[src/rtl/mcs4.sv]
// Shared MCS-4 bus types and instruction-decode helpers.
package mcs4;

    typedef logic [3:0] char_t;

    typedef enum logic [2:0] {
        A1, A2, A3, M1, M2, X1, X2, X3
    } instr_cyc_t;

    localparam char_t OPR_IO = 4'hE;

    // True for the first word of JCN, FIM, JUN, JMS and ISZ.
    function automatic logic is_two_word(input char_t opr, input char_t opa);
        logic r;
        case (opr)
            4'h1, 4'h4, 4'h5, 4'h7: r = 1'b1;
            4'h2:                   r = ~opa[0];
            default:                r = 1'b0;
        endcase
        return r;
    endfunction

endpackage

[src/rtl/i4004_fetch_if.sv]
// MCS-4 bus plus fetch-to-execute handshake seen by the 4004 fetch unit.
interface i4004_fetch_if;

    logic               sync;
    logic               cm_rom;
    mcs4::char_t        dbus_in;
    mcs4::char_t        dbus_out;
    logic               instr_valid;
    mcs4::char_t        instr_opr;
    mcs4::char_t        instr_opa;
    logic               instr_second;
    logic [11:0]        instr_pc;
    logic               jmp_en;
    logic [11:0]        jmp_addr;
    logic               src_en;
    mcs4::char_t        src_data;

    modport master (
        output sync, cm_rom, dbus_out,
        output instr_valid, instr_opr, instr_opa, instr_second, instr_pc,
        input  dbus_in, jmp_en, jmp_addr, src_en, src_data
    );

    modport slave (
        input  sync, cm_rom, dbus_out,
        input  instr_valid, instr_opr, instr_opa, instr_second, instr_pc,
        output dbus_in, jmp_en, jmp_addr, src_en, src_data
    );

endinterface

[src/rtl/i4004_fetch.sv]
// 4004 instruction-fetch front end: phase sequencer, program counter,
// address drive in A1-A3 and OPR/OPA capture in M1/M2.
module i4004_fetch #(
    parameter logic [11:0] RESET_PC = 12'h000
) (
    input  logic           clk,
    input  logic           rst,
    i4004_fetch_if.master  bus
);
    import mcs4::*;

    instr_cyc_t  phase_q, phase_d;
    logic [11:0] pc_q, pc_d;
    char_t       opr_q, opa_q;
    logic        second_q;
    logic [11:0] ipc_q;
    logic        isecond_q;

    always_comb begin
        phase_d = instr_cyc_t'(phase_q + 3'd1);
        pc_d    = pc_q;
        if (phase_q == X1) begin
            pc_d = pc_q + 12'd1;
        end
        // A jump in X3 replaces the increment already applied in X1.
        if (phase_q == X3 && bus.jmp_en) begin
            pc_d = bus.jmp_addr;
        end
    end

    always_ff @(posedge clk or posedge rst) begin
        if (rst) begin
            phase_q   <= X3;
            pc_q      <= RESET_PC;
            opr_q     <= '0;
            opa_q     <= '0;
            second_q  <= 1'b0;
            ipc_q     <= RESET_PC;
            isecond_q <= 1'b0;
        end else begin
            phase_q <= phase_d;
            pc_q    <= pc_d;
            case (phase_q)
                M1: begin
                    opr_q     <= bus.dbus_in;
                    ipc_q     <= pc_q;
                    isecond_q <= second_q;
                end
                M2: opa_q <= bus.dbus_in;
                X1: second_q <= is_two_word(opr_q, opa_q) && !second_q;
                default: ;
            endcase
        end
    end

    always_comb begin
        bus.dbus_out = '0;
        case (phase_q)
            A1:      bus.dbus_out = pc_q[3:0];
            A2:      bus.dbus_out = pc_q[7:4];
            A3:      bus.dbus_out = pc_q[11:8];
            X2:      bus.dbus_out = bus.src_en ? bus.src_data : '0;
            default: bus.dbus_out = '0;
        endcase
    end

    assign bus.sync         = (phase_q == X3);
    assign bus.cm_rom       = (phase_q == M2 && opr_q == OPR_IO && !second_q)
                            || (phase_q == X2 && bus.src_en);
    assign bus.instr_valid  = (phase_q == X1);
    assign bus.instr_opr    = opr_q;
    assign bus.instr_opa    = opa_q;
    assign bus.instr_second = isecond_q;
    assign bus.instr_pc     = ipc_q;

endmodule
[src/flat_wrapper.sv]
// flat-port wrapper written by rule: the top's interface ports become plain ports
module i4004_fetch_flat import mcs4::*;
#(
    parameter logic [11:0] RESET_PC = 12'h000
)
  (clk, rst, bus_sync, bus_cm_rom, bus_dbus_out, bus_instr_valid, bus_instr_opr, bus_instr_opa, bus_instr_second, bus_instr_pc, bus_dbus_in, bus_jmp_en, bus_jmp_addr, bus_src_en, bus_src_data);
  i4004_fetch_if bus_i ();
  input  logic clk;
  input  logic rst;
  output wire logic [$bits(bus_i.sync)-1:0] bus_sync;
  output wire logic [$bits(bus_i.cm_rom)-1:0] bus_cm_rom;
  output wire logic [$bits(bus_i.dbus_out)-1:0] bus_dbus_out;
  output wire logic [$bits(bus_i.instr_valid)-1:0] bus_instr_valid;
  output wire logic [$bits(bus_i.instr_opr)-1:0] bus_instr_opr;
  output wire logic [$bits(bus_i.instr_opa)-1:0] bus_instr_opa;
  output wire logic [$bits(bus_i.instr_second)-1:0] bus_instr_second;
  output wire logic [$bits(bus_i.instr_pc)-1:0] bus_instr_pc;
  input wire logic [$bits(bus_i.dbus_in)-1:0] bus_dbus_in;
  input wire logic [$bits(bus_i.jmp_en)-1:0] bus_jmp_en;
  input wire logic [$bits(bus_i.jmp_addr)-1:0] bus_jmp_addr;
  input wire logic [$bits(bus_i.src_en)-1:0] bus_src_en;
  input wire logic [$bits(bus_i.src_data)-1:0] bus_src_data;
  assign bus_sync = bus_i.sync;
  assign bus_cm_rom = bus_i.cm_rom;
  assign bus_dbus_out = bus_i.dbus_out;
  assign bus_instr_valid = bus_i.instr_valid;
  assign bus_instr_opr = bus_i.instr_opr;
  assign bus_instr_opa = bus_i.instr_opa;
  assign bus_instr_second = bus_i.instr_second;
  assign bus_instr_pc = bus_i.instr_pc;
  assign bus_i.dbus_in = bus_dbus_in;
  assign bus_i.jmp_en = bus_jmp_en;
  assign bus_i.jmp_addr = bus_jmp_addr;
  assign bus_i.src_en = bus_src_en;
  assign bus_i.src_data = bus_src_data;
  i4004_fetch #(.RESET_PC(RESET_PC)) u_core (.clk(clk), .rst(rst), .bus(bus_i));
endmodule
[config.mk]
export PLATFORM = sky130hd
export DESIGN_NAME = i4004_fetch_flat
export DESIGN_NICKNAME = d
export VERILOG_FILES = /design/src/rtl/mcs4.sv /design/src/rtl/i4004_fetch_if.sv /design/src/rtl/i4004_fetch.sv /design/src/flat_wrapper.sv
export SDC_FILE = /design/constraint.sdc
export NUM_CORES = 1
export LEC_CHECK = 0
export ABC_AREA = 1
export CAP_MARGIN = 10
export CORE_ASPECT_RATIO = 0.7
export CORE_MARGIN = 8
export CORE_UTILIZATION = 40
export CTS_CLUSTER_SIZE = 14
export DETAILED_ROUTE_END_ITERATION = 16
export GPL_TIMING_DRIVEN = 0
export PLACE_DENSITY_LB_ADDON = 0.3
export SLEW_MARGIN = 20
export SYNTH_ARGS = -nofsm -noshare
export SYNTH_HDL_FRONTEND = slang
export SYNTH_SLANG_ARGS = --single-unit
[constraint.sdc]
create_clock -name clk -period 2.05 [get_ports clk]
set_clock_uncertainty 0.2 [all_clocks]
set_input_delay 0.3075 -clock clk [delete_from_list [all_inputs] [get_ports clk]]
set_output_delay 0.3075 -clock clk [all_outputs]
set_load 0.03 [all_outputs]
==> out/results.tsv, run 1 <==
metric	value	unit
fin_hold_ws	0.03557	ns
die_h	74.78	um
place_congestion	0.8564	
track_usage	0.1559	
seq_area	929.6	um^2
routedWlPerCell	14.79	um
final_cells	375	
critPathLaunch	u_core.phase_q[0]	
yosys.area.top_type	dfrtp_1	
synth-xor-area-share	0	
start_kind	flop	
multiInputGateArea	1002	um^2
fp.coreArea	4756	um^2
grt_pass1_vias	1819	
cts_hold_buffers	0	
path_clk_slew	0.08	ns
drc	0	
synth.area.mux_share	0.03422	
drive_gt1_frac	0.2157	
nFillCells	418	
pre_cts_ws	-0.5885	ns
p_int	1.343	mW
slew_viol_final	0	
synth_top_family_by_area	simple AND/OR/NAND/NOR gates	
syn_to_final_growth	46.07	%
utilization	0.6064	
num_rows	21	
synth-warning-count	0	
antenna-diode-count	0	
firstDrtPassIters	4	
p_seq_frac	0.455	
die_width	99.97	um
worstMarginPinSlew	0.4139	ns
combinationalPowerShare	0.255	
leakagePower	1.307	nW
cts_root_buffer	clkbuf_8	
dieArea	7476	um^2
clock_sinks	37	
clkPwrFrac	0.290	
violations	setup timing	
slew_headroom	0.7241	
syn-num-nets	270	
drt-initial-drc-count	173	
hpwl	4172	um
fmax	0.4636	GHz
p_sw_frac	0.3214	
synth-seq-cells	37	
power_switching	0.6361	mW
slowest_stage	dfstp_2	
synth_top_area_share	0.4309	
power_per_cell_area	686.3	nW/um^2
required	1.54	ns
synth_compound_gate_area_share	0.1388	
period_share	1.052	
async_reset_ff_frac	1.000	
setup_viol	5	
start_util	0.4152	
synthTopCellsByCount	nand2_1 (46), dfrtp_1 (34), inv_1 (30)	
cts_buffers	5	
hold_violations	0	
totalWireLength	5545	um
clkLatencyLatePin	0.29	ns
cts_tree	built	
dp_cells	360	
via_per_inst	5.021	
fin_nets	336	
netlist_instances	239	
ys_seq_area_frac	0.4708	
crit_chain	inv_4 > ha_4 > buf_12 > nand3_1 > a41oi_2 > buf_6	
ioPinCount	52	
tns	-0.4360	ns
status	finished, violations left	
p_total	1.979	mW
cp_max_fo	4	
antenna_left	0	
vias	1883	
grt_overflow	0	
design_area	2884	um^2
synth_edf_count	0	
fin_ws	-0.1072	ns
r2r_start	u_core.phase_q[0]	
syn_area	1974	um^2
cp_num_cells	6	
fin_crit	2.157	ns
antenna_found_initial	0	
grt_pass1_wl	9197	um
synth_most_common_cell	nand2_1	
cp-end-kind	primary output	
crit_type	flop to primary output	
rsz0062_at_grt	yes	
hold_class	input port to asynchronous set/reset pin	
htree_num_levels	2	
synth_fa_ha_area_frac	0.04436	
slowest_delay	0.61	ns
synth.distinct_cells	27	
r2r_cells	7	
maxCapViolCount	0	
arrival	1.65	ns
critPathTopFamily	flip-flops	
io_buffers	51	
grt_max_degree	31	
synth_ff_type	dfrtp_1	
ir_drop	0.0003666	V
clk_path_buf_depth	2	
yosys.area_share.simple	0.2300	
critical_path_buf_inv_count	3	
syn_avg_cell_area	8.261	um^2
synthTopCellsByArea	dfrtp_1 (43%), nand2_1 (8.7%), nand3_1 (7.4%), inv_1 (5.7%), ha_1 (4.4%)	
placed_area	2631	um^2
## state kept, by name, indices dropped and copies added, names as in the netlist
name and flops:
u_core.bus.instr_pc 12, u_core.bus.instr_opa 4, u_core.pc_q 12, u_core.second_q 1, u_core.bus.instr_second 1, u_core.phase_q 3, u_core.bus.instr_opr 4
## metal layers
layer  up-vias  track usage  part of all wire
li1        933            -                 -
met2        62       0.2292              0.42
met3         4      0.04801             0.076
met5         -            0                 0
met1       884       0.2196              0.49
met4         0      0.03000            0.0096
## worst paths after layout
check	to	slack, ns
max	bus_dbus_out[2]	-0.11
min	u_core.bus.instr_pc[2]	0.04
max reg2reg	u_core.pc_q[1]	0.01
min reg2reg	u_core.bus.instr_opa[3]	0.30
max in group asynchronous	u_core.phase_q[2]	1.14
min in group clk	u_core.bus.instr_opa[3]	0.30
## logic make-up after synthesis
group	count (synthesis)
AO/OA/AOI/OAI	48
adder cells (fa/ha/maj)	7
multiplexers	6
flip-flops	37
AND/OR/NAND/NOR	103
buffers and inverters	38
## power groups by stage
stage / registers (mW) / clock network (mW) / logic, mW
2_1_floorplan: 0.974 / 0 / 0.210
3_3_place_gp: 0.908 / 0 / 0.492
3_5_place_dp: 0.910 / 0 / 0.500
4_1_cts: 0.898 / 0.585 / 0.508
5_1_grt: 0.915 / 0.620 / 0.556
6_report: 0.901 / 0.574 / 0.505
## cells in the final DEF (no fill, tap or decap), drive strengths merged, types with 6 or more instances in the layout
cell type / instances
a21oi: 16
buf: 19
clkbuf: 10
clkdlybuf4s50: 44
dfrtp: 34
ha: 7
inv: 32
mux2: 6
nand2: 49
nand3: 29
nor2: 22
o21ai: 19
## cell type report
cell class	count	area share
Multi-Input combinational cell	164	0.3475
Sequential cell	37	0.3223
Timing Repair Buffer	59	0.2048
Inverter	31	0.04121
Clock buffer	7	0.03341
Tap cell	69	0.02993
Buffer	7	0.01779
Clock inverter	1	0.003037
## what timing repair did
action	CTS	global route
hold endpoints to repair	0	0
setup buffers	4	3
gates resized for setup	62	7
pin swaps	3	1
setup endpoints to repair	7	29
Power figures use the tool's default switching activity.
==> run 2, diff against run 1 <==
- SKIP_CTS_REPAIR_TIMING: default -> 1
==> run 2 against run 1 <==
The flow still finishes with violations (setup timing); first-iteration DRC count shrank 20%; sequential cell count is the same; largest cell class unchanged; sequential power is essentially flat; non-clock buffer count shrank 2; core utilization shrank 0.87 points; largest power group unchanged; fmax shrank 1.5%; register-to-register slack gained 0.03 ns; global-route usage shrank 0.46 points; critical path type unchanged.
==> out/results.tsv, run 2 (synthesized netlist as in run 1, its figures left out) <==
metric	value	unit
status	finished, violations left	
violations	setup timing	
rsz0062_at_grt	yes	
path_clk_slew	0.08	ns
p_sw_frac	0.3209	
clkLatencyLatePin	0.28	ns
period_share	1.068	
num_rows	21	
leakagePower	1.310	nW
grt_max_degree	31	
dieArea	7476	um^2
seq_area	929.6	um^2
final_common_cell	clkdlybuf4s50_1	
ioPinCount	52	
r2r_cells	7	
drive_gt1_frac	0.2072	
hpwl	4172	um
clkPwrFrac	0.290	
drt-initial-drc-count	139	
vias	1856	
syn_to_final_growth	43.98	%
htree_num_levels	2	
p_seq_frac	0.455	
setup_viol	6	
cts_tree	built	
power_per_cell_area	695.8	nW/um^2
rr_endpoint	u_core.pc_q[4]	
cts_root_buffer	clkbuf_8	
antenna-diode-count	0	
cts_buffers	5	
utilization	0.5977	
arrival	1.68	ns
io_buffers	51	
hold_violations	0	
dp_cells	360	
worstMarginPinSlew	0.4168	ns
grt_pass1_vias	1782	
die_h	74.78	um
totalWireLength	5418	um
design_area	2843	um^2
grt_pass1_wl	8935	um
slew_headroom	0.7222	
multiInputGateArea	994.7	um^2
via_per_inst	4.976	
placed_area	2631	um^2
clk_path_buf_depth	2	
ir_drop	0.0003499	V
hold_class	input port to asynchronous set/reset pin	
fmax	0.4568	GHz
maxCapViolCount	0	
r2r_start	u_core.phase_q[1]	
antenna_left	0	
required	1.54	ns
combinationalPowerShare	0.255	
track_usage	0.1513	
start_util	0.4152	
final_cells	373	
firstDrtPassIters	4	
fp.coreArea	4756	um^2
most-common-layout-cells	clkdlybuf4s50_1 (44), nand2_1 (42), dfrtp_1 (34)	
crit_type	flop to primary output	
clock_sinks	37	
cp-end-kind	primary output	
power_switching	0.6346	mW
drc	0	
antenna_found_initial	0	
routedWlPerCell	14.53	um
cp_max_fo	5	
start_kind	flop	
die_width	99.97	um
fin_ws	-0.1393	ns
nFillCells	419	
grt_overflow	0	
slew_viol_final	0	
reg2reg_slack	0.04	ns
fin_crit	2.189	ns
p_int	1.343	mW
fin_nets	334	
place_congestion	0.8564	
## run 2: worst max path at each step
stage | startpoint | endpoint | slack [ns] | depth (start not counted)
5_1_grt | u_core.phase_q[1] | bus_dbus_out[1] | -0.21 | 6
6_report | u_core.phase_q[1] | bus_dbus_out[1] | -0.14 | 6
3_5_place_dp | u_core.phase_q[1] | bus_dbus_out[1] | -0.59 | 6
3_3_place_gp | u_core.phase_q[1] | bus_dbus_out[1] | -0.59 | 6
2_1_floorplan | u_core.phase_q[1] | u_core.pc_q[3] | 0.09 | 7
4_1_cts | u_core.phase_q[1] | bus_dbus_out[1] | -0.89 | 6
## run 2: through the flow
step           hold slack [ns]  total power [mW]  worst slack (ns)  TNS [ns]
2_1_floorplan           0.2285             1.185           0.09392         0
3_3_place_gp            0.2731             1.400           -0.5925    -7.219
3_5_place_dp            0.2898             1.410           -0.5885    -3.103
4_1_cts                0.04178             1.986           -0.8929    -5.287
5_1_grt                0.04848             2.090           -0.2126    -1.178
6_report               0.03983             1.978           -0.1393   -0.4915
## run 2: worst max-delay path, stage by stage, from the launching register on
cell and delay (ns):
dfstp_2 0.60, ha_4 0.17, nand2_4 0.06, nor2_4 0.15, nand2_2 0.07, a41oi_2 0.19
buf_6 0.16
## run 2: per-layer routing
| layer | up-vias | global-route usage | part of all wire |
|---|---|---|---|
| met3 | 2 | 0.04894 | 0.10 |
| met2 | 70 | 0.2211 | 0.43 |
| met4 | 0 | 0.03000 | 0.0033 |
| met1 | 858 | 0.2125 | 0.47 |
| met5 | - | 0 | 0 |
| li1 | 926 | - | - |
## run 2: final cells by class
cell class              instances  share of cell area
multi-input cells             164              0.3499
flip-flops and latches         37              0.3270
repair buffers                 57              0.1972
inverters                      31             0.04093
clock buffers                   7             0.03389
well taps                      69             0.03037
plain buffers                   7             0.01761
clock inverters                 1            0.003081
## run 2: power by group through the flow
| stage | registers (mW) | clock network, mW | logic, mW |
|---|---|---|---|
| 2_1_floorplan | 0.974 | 0 | 0.210 |
| 3_3_place_gp | 0.908 | 0 | 0.492 |
| 3_5_place_dp | 0.910 | 0 | 0.500 |
| 4_1_cts | 0.897 | 0.585 | 0.504 |
| 5_1_grt | 0.914 | 0.620 | 0.556 |
| 6_report | 0.900 | 0.574 | 0.504 |
